## src/rtl/nn_pkg.sv

```systemverilog
// Shared dense-layer types, widths and the requantize/saturate helper.
// Pure declarations; no timing or flow control of its own.
package nn_pkg;

    localparam int NN_WIDTH     = 8;
    localparam int ACC_W        = 4 * NN_WIDTH;
    localparam int ACT_W        = 2 * NN_WIDTH;
    localparam int NN_NEURON_NB = 32;
    localparam int NN_IDX_W     = $clog2(NN_NEURON_NB);

    typedef enum logic [1:0] {
        ST_IDLE,
        ST_STREAM,
        ST_FINISH,
        ST_WAIT_LOW
    } out_state_t;

    typedef struct packed {
        logic signed [ACT_W-1:0] data;
        logic [NN_IDX_W-1:0]     index;
        logic                    last;
    } beat_t;

    // Works at 64 bits so any accumulator/activation width pair up to 64 fits;
    // the caller truncates the already-saturated result to its activation width.
    function automatic logic signed [63:0] requant_f(
        input logic signed [63:0] x,
        input int                 shift,
        input bit                 relu,
        input int                 act_w
    );
        logic signed [63:0] v;
        logic signed [63:0] hi;
        logic signed [63:0] lo;
        v  = (relu && (x < 64'sd0)) ? 64'sd0 : x;
        v  = v >>> shift;
        hi = (64'sd1 <<< (act_w - 1)) - 64'sd1;
        lo = -hi - 64'sd1;
        if (v > hi)
            v = hi;
        else if (v < lo)
            v = lo;
        return v;
    endfunction

endpackage

```

## src/rtl/requant_sat.sv

```systemverilog
// Requantizes one 4*WIDTH accumulator to a 2*WIDTH activation (ReLU, shift, saturate).
// Combinational, zero latency; no flow control.
module requant_sat
    import nn_pkg::*;
#(
    parameter int WIDTH = NN_WIDTH,
    parameter int SHIFT = 8,
    parameter int RELU  = 1
) (
    input  logic signed [4*WIDTH-1:0] acc,
    output logic signed [2*WIDTH-1:0] act
);

    assign act = (2*WIDTH)'(requant_f(64'(acc), SHIFT, RELU != 0, 2*WIDTH));

endmodule

```

## src/rtl/dense_out_streamer.sv

```systemverilog
// Snapshots a finished dense layer, streams requantized activations and tracks the argmax.
// First beat 1 cycle after layer_done is sampled; beats held stable while m_ready is low.
// Re-arms the producer with a layer_clear pulse, then waits for layer_done to drop.
module dense_out_streamer
    import nn_pkg::*;
#(
    parameter  int NEURON_NB = 32,
    parameter  int WIDTH     = NN_WIDTH,
    parameter  int SHIFT     = 8,
    parameter  int RELU      = 1,
    localparam int ACCW      = 4 * WIDTH,
    localparam int ACTW      = 2 * WIDTH,
    localparam int IDXW      = (NEURON_NB > 1) ? $clog2(NEURON_NB) : 1
) (
    input  logic                   clk,
    input  logic                   reset,
    input  logic                   layer_done,
    input  logic signed [ACCW-1:0] neuron_out [0:NEURON_NB-1],
    output logic                   layer_clear,
    output logic                   m_valid,
    input  logic                   m_ready,
    output logic signed [ACTW-1:0] m_data,
    output logic [IDXW-1:0]        m_index,
    output logic                   m_last,
    output logic                   argmax_valid,
    output logic [IDXW-1:0]        argmax_idx,
    output logic signed [ACCW-1:0] argmax_val,
    output logic                   busy
);

    localparam logic signed [ACCW-1:0] ACC_MIN  = {1'b1, {(ACCW-1){1'b0}}};
    localparam logic [IDXW-1:0]        LAST_IDX = IDXW'(NEURON_NB - 1);

    out_state_t             state_q, state_n;
    logic signed [ACCW-1:0] cap_buf [0:NEURON_NB-1];
    logic [IDXW-1:0]        idx_q;
    logic signed [ACCW-1:0] run_max_q;
    logic [IDXW-1:0]        run_idx_q;
    logic                   at_last;
    logic                   beat_fire;
    logic                   take_new;

    assign at_last   = (idx_q == LAST_IDX);
    assign beat_fire = m_valid && m_ready;
    // Strict compare: ties keep the earliest index.
    assign take_new  = (cap_buf[idx_q] > run_max_q);

    requant_sat #(
        .WIDTH (WIDTH),
        .SHIFT (SHIFT),
        .RELU  (RELU)
    ) u_requant (
        .acc (cap_buf[idx_q]),
        .act (m_data)
    );

    assign m_index = idx_q;
    assign m_last  = m_valid && at_last;

    always_ff @(posedge clk) begin
        if (reset)
            state_q <= ST_IDLE;
        else
            state_q <= state_n;
    end

    always_comb begin
        state_n      = state_q;
        m_valid      = 1'b0;
        layer_clear  = 1'b0;
        argmax_valid = 1'b0;
        busy         = (state_q != ST_IDLE);
        case (state_q)
            ST_IDLE: begin
                if (layer_done)
                    state_n = ST_STREAM;
            end
            ST_STREAM: begin
                m_valid = 1'b1;
                if (m_ready && at_last)
                    state_n = ST_FINISH;
            end
            ST_FINISH: begin
                layer_clear  = 1'b1;
                argmax_valid = 1'b1;
                state_n      = ST_WAIT_LOW;
            end
            ST_WAIT_LOW: begin
                if (!layer_done)
                    state_n = ST_IDLE;
            end
            default: state_n = ST_IDLE;
        endcase
    end

    always_ff @(posedge clk) begin
        if (reset) begin
            for (int i = 0; i < NEURON_NB; i++)
                cap_buf[i] <= '0;
            idx_q      <= '0;
            run_max_q  <= ACC_MIN;
            run_idx_q  <= '0;
            argmax_idx <= '0;
            argmax_val <= '0;
        end else begin
            if (state_q == ST_IDLE && layer_done) begin
                cap_buf   <= neuron_out;
                idx_q     <= '0;
                run_max_q <= ACC_MIN;
                run_idx_q <= '0;
            end
            if (beat_fire) begin
                if (take_new) begin
                    run_max_q <= cap_buf[idx_q];
                    run_idx_q <= idx_q;
                end
                // Final result is latched on the last beat so it is valid during the pulse.
                if (at_last) begin
                    idx_q      <= '0;
                    argmax_idx <= take_new ? idx_q : run_idx_q;
                    argmax_val <= take_new ? cap_buf[idx_q] : run_max_q;
                end else begin
                    idx_q <= idx_q + IDXW'(1);
                end
            end
        end
    end

endmodule

```

## config.mk

```make
export PLATFORM = sky130hd
export DESIGN_NAME = dense_out_streamer
export DESIGN_NICKNAME = d
export VERILOG_FILES = /design/src/rtl/nn_pkg.sv /design/src/rtl/requant_sat.sv /design/src/rtl/dense_out_streamer.sv
export SDC_FILE = /design/constraint.sdc
export NUM_CORES = 2
export LEC_CHECK = 0
export ABC_AREA = 0
export CORE_AREA = 2 2 426 428
export CTS_CLUSTER_DIAMETER = 30
export DETAILED_ROUTE_END_ITERATION = 6
export DIE_AREA = 0 0 428 430
export PLACE_DENSITY = 0.53
export SETUP_SLACK_MARGIN = 0.1
export SLEW_MARGIN = 20
export SYNTH_ARGS = -nofsm -noshare
export SYNTH_HDL_FRONTEND = slang
export SYNTH_SLANG_ARGS = --single-unit
```

## constraint.sdc

```tcl
create_clock -name clk -period 6.7 [get_ports clk]
set_clock_uncertainty 0.15 [all_clocks]
set_input_delay 1.675 -clock clk [delete_from_list [all_inputs] [get_ports clk]]
set_output_delay 1.675 -clock clk [all_outputs]
set_load 0.02 [all_outputs]
```

After elaboration in Yosys (flattened, before gate mapping) --
Cells that the tools add are included.
Storage, ports and cells: logic and storage cells 84, register bits 1105, input bits 1028, output and inout port bits 63
Operators by class: add/subtract/negate cells 1, equality and inequality tests 7, reduce and logical (&&, ||, !) cells 9, multiplexer cells 23, order comparisons 5, bitwise gates (word level) 1
Operators by type and width (count):
- $mux 32 | 6
- $bmux 32 s5 | 1
- $mux 64 | 1
- $gt 56x16->1 const B | 1
- $lt 56x16->1 const B | 1
- $mux 5 | 7
- $gt 32x32->1 | 1
- $lt 32x1->1 const B | 1
- $mux 16 | 2
- $pmux 2 s4 | 1
- $ge 6x6->1 const B | 1
- $mux 2 | 3
- $ne 2x2->1 const B | 3
- $not 5->6 | 1
- $add 5x1->5 const B | 1
- $eq 5x5->1 const B | 1
- $eq 2x2->1 const B | 2
- $logic_and 1x1->1 | 4
- $reduce_bool 2->1 | 2
- $reduce_and 3->1 | 1
- $eq 2x1->1 const B | 1
- $logic_not 2->1 | 1
- $mux 1 | 2
- $reduce_and 2->1 | 1

Logic depth before layout (Yosys ltp) --
depth in word-level cells 9, gate-level depth with buffers 19, mapped depth without buffers 13

Hierarchy --
Synthesis repeated with hierarchy kept, for this count alone.
Unflattened totals: cell total of the unflattened synthesis 5483, area total of the unflattened synthesis 47604.4 sq um
Modules (own cells, without submodules):
- dense_out_streamer | area an instance 47391.7 sq um, sequential area each 22121.2 sq um, cells each 5446, times used 1
- requant_sat | area an instance 212.7 sq um, sequential area each 0.0 sq um, cells each 37, times used 1

Worst setup path before layout --
OpenSTA, ideal clock, no wires.
path type register -> register, start register idx_q[0], in the netlist m_index[0], end register run_max_q[24], buffers on the path 6, period minus slack after synthesis 5.572 ns, arrival time 5.301 ns, setup time 0.121 ns, required time 6.429 ns, setup slack 1.128 ns, cell stages (with the launch flop) 19, cells stage by stage dfxtp_1 -> buf_6 -> buf_2 -> buf_2 -> buf_2 -> mux4_2 -> mux4_2 -> mux2i_1 -> inv_1 -> ha_1 -> a21oi_1 -> o21ai_0 -> a221o_1 -> a2111o_1 -> or3_1 -> a21oi_1 -> buf_2 -> buf_2 -> mux2_2
Between the ends: longest elaborated chain between the ends 7
Ends and longest elaborated chain:
- start, declared | RTL line dense_out_streamer.sv:36 | logic [IDXW-1:0] idx_q;
- start signal, assigned | RTL line dense_out_streamer.sv:123 | idx_q <= idx_q + IDXW'(1);
- $not 5->6 (implied by the code) * | RTL line dense_out_streamer.sv:46, dense_out_streamer.sv:114
- $bmux 32 s5 * | RTL line dense_out_streamer.sv:46, dense_out_streamer.sv:114
- $mux 32 (implied by the code) * (2 in series) | RTL line dense_out_streamer.sv:46, dense_out_streamer.sv:114
- $gt 32x32->1 | RTL line dense_out_streamer.sv:46 | assign take_new = (cap_buf[idx_q] > run_max_q);
- $mux 32 * | RTL line dense_out_streamer.sv:113 | if (take_new) begin
- $mux 32 * | RTL line dense_out_streamer.sv:112 | if (beat_fire) begin
- end signal, assigned | RTL line dense_out_streamer.sv:114 | run_max_q <= cap_buf[idx_q];
- end, declared | RTL line dense_out_streamer.sv:37 | logic signed [ACCW-1:0] run_max_q;
Every way passes the cells marked *; elsewhere a longest branch is shown, timed or not. The select of a mux whose other input is x is not followed. A chain may end at the register's enable or synchronous reset.

Worst setup path after layout --
start register idx_q[1], in the netlist m_index[1], end output m_data[1]
Between the ends: longest elaborated chain between the ends 9, elaborated cells on any way between the ends 10, classes of those cells order compare: 3; mux: 6; bitwise: 1
Ends and longest elaborated chain:
- $not 5->6 (implied by the code) * | RTL line dense_out_streamer.sv:53 | .acc (cap_buf[idx_q]),
- $bmux 32 s5 * | RTL line dense_out_streamer.sv:53
- $mux 32 (implied by the code) * (2 in series) | RTL line dense_out_streamer.sv:53
- $lt 32x1->1 | RTL line nn_pkg.sv:35 | v = (relu && (x < 64'sd0)) ? 64'sd0 : x;
- $mux 64 * | RTL line nn_pkg.sv:35
- $lt 56x16->1 | RTL line nn_pkg.sv:41 | else if (v < lo)
- $mux 16 | RTL line nn_pkg.sv:41
- $mux 16 * | RTL line nn_pkg.sv:39 | if (v > hi)
- end, declared | RTL line dense_out_streamer.sv:22 | output logic signed [ACTW-1:0] m_data,
Marks and branches as above.

==> impl_metrics.yaml <==
clock_tree:
  h-tree-depth: 5
  numCtsBuffers: 317
  cts.clk_slew.worst_paths_ns: 0.04
  clk_path_buf_depth: 4
  clock_sinks: 1105
  worstSkewPairLatency_ns: 0.94
  cts_tree: "yes"
  cts_root_buf: "clkbuf_16"
detailed_routing:
  drtPass1Iterations: 5
  routedWlPerCell_um: 27.5
  route.detailed.drc: 0
  ant_nets: 0
  drt-vias-per-instance: 5.10
  vias: 46800
  first_iter_violations: 4921
  wl_um: 252000
sta:
  finalSetupTns_ns: 0
  fin_crit_sh_pct: 95.7
  finalCriticalPeriod_ns: 6.41
  relSlewSlack_pct: 2.45
  hold_viol: 0
  slew_violations: 0
  max_slew.worst_pin.slew_ns: 1.46
  timing.fmax_mhz: 156
  grt_setup_unrepaired: "no"
  finalSetupViolCount: 0
global_route:
  grt_max_degree: 227
  grt_usage_pct: 26.4
  grt_overflow: 0
  antenna_found_initial: 98
  grt_pass1_wl_um: 345000
  first_global_vias: 45200
synth:
  ys_warn_count: 0
  synth_common_cells: "nand2_1 (2091), dfxtp_1 (1105), a21oi_1 (1045)"
  yosysTopAreaCell: "dfxtp_1"
  synth_xor_area_share_pct: 0
  synth_top_family_by_area: "simple AND/OR/NAND/NOR gates"
  yosysMostFrequentCell: "nand2_1"
  syn_avg_cell_area_um2: 8.65
  synthDistinctLibCells: 52
  synth_compound_area_share_pct: 12.4
  synthArstFlopShare_pct: 0
  synthAdderAreaFrac_pct: 1.03
  seq_area_frac_synth_pct: 46.6
  synth_nets: 6563
  synth-edff-count: 0
  synth-simple-area-share_pct: 19.1
  netlist_area_um2: 47500
  yosys_most_used_dff: "dfxtp_1"
  syn_inst: 5496
  synth_top_area_share_pct: 46.6
  synth_seq_cells: 1105
  synth_area_leaders: "dfxtp_1 (47%), nand2_1 (17%), mux4_2 (15%)"
  synth_mux_area_share_pct: 16.5
finish:
  areaGrowthSynthToFinish_pct: 50.5
  final_cells: 9182
  drive_above_1_share_pct: 14.4
  nets: 7604
worst_setup_path:
  critPathRequiredTime_ns: 4.88
  rrSetupSlack_ns: 1.03
  timing.rr.start: "m_index[1]$_SDFFE_PP0P_"
  startpoint: "m_index[1]$_SDFFE_PP0P_"
  end_kind: "output port"
  start_kind: "flip-flop"
  critPathKind: "flip-flop to output port"
  reg2reg_depth: 15
  r2r_end: "run_max_q[22]$_SDFF_PP0_"
  critPathArrivalTime_ns: 4.58
  crit_slowest_cell: "dfxtp_4"
  crit_path_max_fanout: 23
  endpoint: "m_data[1]"
  slowest_delay_ns: 0.70
  cp_cell_sequence: "buf_4 -> mux4_2 -> mux4_2 -> mux2_2 -> or4_4 -> nor2_8 -> a21oi_1 -> buf_4"
worst_hold_path:
  hold_class: "flip-flop to flip-flop"
  holdPathStages: 2
floorplanning:
  row_count: 156
  start_util_pct: 26.4
  core_area_um2: 180000
  chipHeight_um: 430
  ios: 1091
  die_area_um2: 184000
  die_w_um: 428
status:
  status: "complete, no violations"
power_and_ir_drop:
  powerDensity_nw_per_um2: 441
  irDropWorstVdd_mv: 0.326
  p_leak_nw: 26.2
placed_design:
  dp.cells: 8584
  gp_congestion: 1.00
  dp_hpwl_um: 194000
  portBuffers: 1089
run:
  cap_viol_max_count: 0
sequential cells by signal, indices dropped and copies added, names as in the netlist:
signal / cells
argmax_idx: 5
argmax_val: 32
cap_buf: 1024
m_index: 5
run_idx_q: 5
run_max_q: 32
state_q: 2
logic make-up after synthesis:
| family | Yosys count |
|---|---|
| compound gates | 1131 |
| other cells | 1 |
| buf+inv | 525 |
| flops | 1105 |
| simple gates | 2313 |
| mux | 382 |
| fa+ha+maj | 39 |
layout by cell type (no fill, tap or decap), drive strengths merged, types with 47 or more instances in the layout:
master         count
inv               64
clkdlybuf4s50   1073
a21oi           1055
nor3              49
diode             47
clkinv            64
dfxtp           1105
mux4             316
nand2           2091
buf              118
clkbuf           419
metrics by stage:
stage / total power (W) / setup slack (ns) / cell area (um2) / utilization (%) / hold WS [ns]
2_1_floorplan: 0.0130 / 1.13 / 47500 / - / 0.282
3_3_place_gp: 0.0164 / 0.997 / 60600 / 33.7 / 0.288
3_5_place_dp: 0.0164 / 0.976 / 60600 / 33.7 / 0.294
4_1_cts: 0.0317 / 0.180 / 71400 / 39.7 / 0.299
5_1_grt: 0.0328 / 0.184 / 71500 / 39.8 / 0.315
6_report: 0.0316 / 0.291 / 71500 / 39.8 / 0.298
power breakdown:
part / switching [W] / internal [W] / total [W] / leakage [nW]
Sequential: 0.00100 / 0.00782 / 0.00882 / 9.06
Clock: 0.00441 / 0.0107 / 0.0151 / 5.25
Combinational: 0.00475 / 0.00284 / 0.00759 / 11.9
layer usage:
metal  GRT usage (%)  wire, um  vias up
met5               0       365        -
met4            14.0     12500       62
met3            6.99     21600      513
met2            38.7    111000     2297
met1            35.3    107000    23000
li1                -         -    20900
layout make-up:
cell class,count,area (um2)
diodes,47,118
fillers,17900,108000
well taps,2370,2970
inverters,56,210
repair buffers,1191,12000
multi-input cells,3866,23400
flip-flops and latches,1105,22100
clock inverters,128,1790
clock buffers,419,8910
repair_timing:
item / 4_1_cts / 5_1_grt
setup endpoints to repair: 15 / 11
buffers inserted: 4 / 0
hold buffers: 0 / 0
gates resized for setup: 0 / 1
critical path: cells and delay by family, from the launching register on:
family / cells / cell delay, ns
flip-flops: 1 / 0.70
multiplexers: 3 / 1.29
buffers and inverters: 2 / 0.63
AND/OR/NAND/NOR: 2 / 0.93
AO/OA/AOI/OAI: 1 / 0.15
worst min path at each step:
stage / endpoint / slack, ns / from
finish: cap_buf[285]$_SDFFE_PP0P_ / 0.30 / cap_buf[285]$_SDFFE_PP0P_
global placement: cap_buf[311]$_SDFFE_PP0P_ / 0.29 / cap_buf[311]$_SDFFE_PP0P_
detailed placement: cap_buf[257]$_SDFFE_PP0P_ / 0.29 / cap_buf[257]$_SDFFE_PP0P_
floorplan: cap_buf[349]$_SDFFE_PP0P_ / 0.28 / cap_buf[349]$_SDFFE_PP0P_
global route: cap_buf[678]$_SDFFE_PP0P_ / 0.31 / cap_buf[678]$_SDFFE_PP0P_
CTS: cap_buf[257]$_SDFFE_PP0P_ / 0.30 / cap_buf[257]$_SDFFE_PP0P_
Note: power is estimated with default switching activity, not from simulation.
